$ cat src/rtl/adder_share_arbiter.sv
// Round-robin arbiter that time-shares one registered add-with-carry stage
// between NUM_REQ requesters and returns id-tagged results on one channel.
module adder_share_arbiter #(
  parameter int NUM_REQ = 4,
  parameter int WIDTH   = 5,
  localparam int IDW    = $clog2(NUM_REQ)
) (
  input  logic                     clk,
  input  logic                     rst,
  input  logic [NUM_REQ-1:0]       req_valid,
  output logic [NUM_REQ-1:0]       req_ready,
  input  logic [NUM_REQ*WIDTH-1:0] req_a,
  input  logic [NUM_REQ*WIDTH-1:0] req_b,
  input  logic [NUM_REQ-1:0]       req_cin,
  output logic                     rsp_valid,
  input  logic                     rsp_ready,
  output logic [WIDTH:0]           rsp_sum,
  output logic [IDW-1:0]           rsp_id,
  output logic                     busy
);

  typedef enum logic [1:0] {S_IDLE, S_CALC, S_RESP} state_t;

  state_t             r_state;
  logic [IDW-1:0]     r_last_grant;
  logic [WIDTH-1:0]   r_a;
  logic [WIDTH-1:0]   r_b;
  logic               r_cin;
  logic [IDW-1:0]     r_id;

  logic               w_found;
  logic [IDW-1:0]     w_winner;
  logic [IDW-1:0]     w_idx;
  logic [WIDTH-1:0]   w_a;
  logic [WIDTH-1:0]   w_b;
  logic               w_cin;
  logic [NUM_REQ-1:0] w_onehot;

  // Scan from farthest to nearest so the last hit is the first after last_grant.
  always_comb begin
    w_found  = 1'b0;
    w_winner = '0;
    w_idx    = '0;
    for (int k = NUM_REQ; k >= 1; k--) begin
      w_idx = IDW'((int'(r_last_grant) + k) % NUM_REQ);
      if (req_valid[w_idx]) begin
        w_found  = 1'b1;
        w_winner = w_idx;
      end
    end
  end

  always_comb begin
    w_a      = '0;
    w_b      = '0;
    w_cin    = 1'b0;
    w_onehot = '0;
    for (int k = 0; k < NUM_REQ; k++) begin
      if (w_winner == IDW'(k)) begin
        w_a         = req_a[k*WIDTH +: WIDTH];
        w_b         = req_b[k*WIDTH +: WIDTH];
        w_cin       = req_cin[k];
        w_onehot[k] = 1'b1;
      end
    end
  end

  // Gated by rst so no grant is advertised while the FSM is held in reset.
  assign req_ready = (!rst && r_state == S_IDLE && w_found) ? w_onehot : '0;

  always_ff @(posedge clk or posedge rst) begin
    if (rst) begin
      r_state      <= S_IDLE;
      r_last_grant <= IDW'(NUM_REQ - 1);
      r_a          <= '0;
      r_b          <= '0;
      r_cin        <= 1'b0;
      r_id         <= '0;
      rsp_valid    <= 1'b0;
      rsp_sum      <= '0;
      rsp_id       <= '0;
      busy         <= 1'b0;
    end else begin
      case (r_state)
        S_IDLE: begin
          if (w_found) begin
            r_a          <= w_a;
            r_b          <= w_b;
            r_cin        <= w_cin;
            r_id         <= w_winner;
            r_last_grant <= w_winner;
            r_state      <= S_CALC;
            busy         <= 1'b1;
          end
        end
        S_CALC: begin
          rsp_sum   <= {1'b0, r_a} + {1'b0, r_b} + {{WIDTH{1'b0}}, r_cin};
          rsp_id    <= r_id;
          rsp_valid <= 1'b1;
          r_state   <= S_RESP;
        end
        S_RESP: begin
          if (rsp_ready) begin
            rsp_valid <= 1'b0;
            r_state   <= S_IDLE;
            busy      <= 1'b0;
          end
        end
        default: begin
          rsp_valid <= 1'b0;
          r_state   <= S_IDLE;
          busy      <= 1'b0;
        end
      endcase
    end
  end

endmodule

$ cat config.mk
export PLATFORM = sky130hd
export DESIGN_NAME = adder_share_arbiter
export DESIGN_NICKNAME = d
export VERILOG_FILES = /design/src/rtl/adder_share_arbiter.sv
export SDC_FILE = /design/constraint.sdc
export NUM_CORES = 1
export LEC_CHECK = 0
export ABC_AREA = 0
export BUFFER_PORTS_ARGS = -buffer_cell sky130_fd_sc_hd__clkbuf_2
export CAP_MARGIN = 20
export CORE_UTILIZATION = 46
export CTS_CLUSTER_SIZE = 25
export DETAILED_ROUTE_END_ITERATION = 6
export PLACE_DENSITY = 0.77
export SYNTH_ARGS = -nofsm -noshare
export SYNTH_HDL_FRONTEND = slang
export SYNTH_SLANG_ARGS = --single-unit
$ cat constraint.sdc
create_clock -name clk -period 4.8 [get_ports clk]
set_input_delay 0.24 -clock clk [delete_from_list [all_inputs] [get_ports clk]]
set_output_delay 0.24 -clock clk [all_outputs]
set_load 0.02 [all_outputs]
==> impl_metrics.tcl <==
set metrics [dict create \
    cts_root_buf "clkbuf_4" \
    r2r-end "r_a[1]$_DFFE_PP0P_" \
    wire_per_inst_um 11.09 \
    routed_wirelength_mm 2.950 \
    gp_congestion 0.7560 \
    synth_cells 158 \
    cp_max_fo 16 \
    setup_viol 0 \
    insertion_delay_ns 0.33 \
    synth_edf_count 0 \
    period_share 0.5466 \
    fmax_ghz 0.3811 \
    place_area_mm2 0.001933 \
    setup.worst_path.start_class "flip-flop" \
    final_area_mm2 0.002001 \
    grt_pass1_vias 1107 \
    layout-drive-gt1-share 0.3818 \
    critPathCapture "req_ready[1]" \
    clock_sinks 27 \
    p_per_area_mw_per_mm2 604.3 \
    end_kind "primary output" \
    skew_ns 0.01297 \
    tightestPinTransition_ns 0.6706 \
    clk_path_buf_depth 2 \
    maxCapViolCount 0 \
    seq_area_frac_synth 0.4218 \
    crit_slowest_cell "or3_1" \
    final_nets 278 \
    clkPwrFrac 0.083 \
    required_ns 4.56 \
    cp.arrival_ns 2.38 \
    vias_per_cell 4.921 \
    clk_transition_reported_paths_ns 0.15 \
    grt_start_max_net_pins 28 \
    crit_chain "or3_1, inv_2, nand2_1, nor3b_1, clkbuf_2" \
    io_buffers 64 \
    cts_tree "done" \
    fin_crit_ns 2.624 \
    cts.htree.levels 1 \
    cts_buffers 3 \
    vias 1309 \
    grtUsageTotal 0.1661 \
    n_antenna_cell 0 \
    switching_share 0.4351 \
    synth_area_mm2 0.001608 \
    grt_setup_unrepaired "no" \
    setup.worst_path.start "r_state[1]$_DFFE_PP0P_" \
    cts-resized-gates 0 \
    worstSetupPathType "reg -> out" \
    min_from "rsp_ready" \
    fin_setup_tns_ns 0 \
    max_stage_delay_ns 0.60 \
    yosysUniqueCellTypes 36 \
    drt-pass1-iter-count 4 \
    grt_pass1_wl_mm 4.609 \
    hold_viol_final 0 \
    die_area_mm2 0.003736 \
    grt_overflow 0 \
    hold_depth 4 \
    relSlewSlack 0.5529 \
    reg2reg_depth 3 \
    p_switching_w 0.0005260 \
    syn-num-nets 215 \
    intPower_w 0.0006830 \
    synthArstFlopShare 1.000 \
    fp.dieW_um 61.12 \
    antenna_found_initial 0 \
    coreArea_mm2 0.003337 \
    hp-class "in -> reg" \
    row_count 21 \
    ir_drop_mv 0.3005 \
    avgSynthCellArea_um2 10.18 \
    dpl.hpwl_mm 2.379 \
    initial_core_util 0.4818 \
    drtIter0Drc 29 \
    drt.antenna.violating_nets 0 \
    r2r_slack_ns 2.81 \
    ioPinCount 65 \
    die_height_um 61.12 \
    drc 0 \
    ys_ff_latch 27 \
    syn2layout_area_growth_pct 24.44 \
    r2r-start "r_state[1]$_DFFE_PP0P_" \
    leakage_nw 1.032 \
    p_seq_frac 0.352 \
    synth-main-ff-cell "dfrtp_1" \
    slew_violations 0 \
    yosysWarnings 0 \
    status "complete, no violations" \
    combPwrFrac 0.565 \
]
## worst min-delay path by stage
stage / to / slack [ns]
2_1_floorplan: busy$_DFFE_PP0P_ / 0.29
3_3_place_gp: rsp_sum[4]$_DFFE_PP0P_ / 0.46
3_5_place_dp: rsp_sum[0]$_DFFE_PP0P_ / 0.48
4_1_cts: r_state[1]$_DFFE_PP0P_ / 0.16
5_1_grt: r_state[1]$_DFFE_PP0P_ / 0.15
6_report: r_state[1]$_DFFE_PP0P_ / 0.16
## state kept, by name, indices dropped and copies added, names as in the netlist
signal and cells:
r_last_grant 2, r_cin 1, busy 1, r_id 2, rsp_id 2, rsp_valid 1, r_a 5, r_b 5
r_state 2, rsp_sum 6
## cells by family (layout without fill, tap and decap cells)
kind of cell / Yosys count / in the layout / synth area share
simple gates: 51 / 51 / 0.1471
compound gates: 29 / 29 / 0.1479
flops: 27 / 27 / 0.4218
mux: 25 / 25 / 0.1580
buf+inv: 18 / 80 / 0.05836
fa+ha+maj: 6 / 6 / 0.05603
xor+xnor: 2 / 2 / 0.01090
## cells in the mapped netlist (all sizes together) (3+ instances only)
master | instances | area (um2)
buf | 7 | 52.54
dfrtp | 25 | 625.6
mux2 | 3 | 33.78
nor2 | 12 | 45.04
o221ai | 11 | 133.9
nor2b | 4 | 25.02
inv | 9 | 33.78
ha | 4 | 50.05
mux2i | 22 | 220.2
o21ai | 9 | 45.04
a21oi | 3 | 15.01
nand2 | 25 | 93.84
## area by class of cell
cell class,count,area (um2)
clock buffers,3,22.52
repair buffers,67,365.4
fillers,308,1336
multi-input cells,113,835.8
clock inverters,1,7.507
well taps,46,57.56
flip-flops and latches,27,678.2
inverters,9,33.78
## worst max-delay path, delay by kind of cell (launching register included)
kind	cells	cell delay [ns]
buf+inv	2	0.35
flops	1	0.44
simple gates	3	1.24
## placed cells by master (no fill, tap or decap), types with 2 or more instances in the layout
cell / n
a21oi_1: 3
clkbuf_2: 64
clkbuf_4: 3
dfrtp_1: 25
dfstp_2: 2
fa_1: 2
ha_1: 4
inv_1: 8
mux2_2: 3
mux2i_1: 22
nand2_1: 25
nand2b_1: 2
nor2_1: 12
nor2b_1: 4
o21ai_0: 9
o221ai_1: 5
o221ai_2: 6
## power groups by stage
stage	clock, W	combinational (W)	sequential [W]
floorplan	0	0.000516	0.000466
global placement	0	0.000679	0.000428
detailed placement	0	0.000686	0.000433
CTS	0.000103	0.000688	0.000427
global route	0.000112	0.000778	0.000440
finish	0.0000998	0.000683	0.000426
## timing repair
item                      in CTS  in global routing
buffers inserted               0                  0
hold endpoints to repair       0                  7
hold buffers                   0                  1
## metrics by stage
| step | power, W | hold slack, ns | worst slack, ns | utilization | instances |
|---|---|---|---|---|---|
| after global placement | 0.001107 | 0.4629 | 2.505 | 0.5793 | 260 |
| after floorplan | 0.0009822 | 0.2912 | 2.792 | - | 158 |
| after detailed placement | 0.001119 | 0.4751 | 2.440 | 0.5793 | 260 |
| after global routing | 0.001330 | 0.1534 | 1.999 | 0.5996 | 266 |
| final | 0.001209 | 0.1593 | 2.176 | 0.5996 | 266 |
| after CTS | 0.001218 | 0.1563 | 2.165 | 0.5883 | 264 |
## routing by layer
metal / routed length, um / global-route usage / vias up / part of all wire
li1: - / - / 684 / -
met1: 1352 / 0.2249 / 590 / 0.46
met2: 1465 / 0.2717 / 33 / 0.50
met3: 126 / 0.04412 / 2 / 0.043
met4: 6 / 0.02922 / 0 / 0.0020
met5: 0 / 0 / - / 0
(Power assumes the default switching activity.)
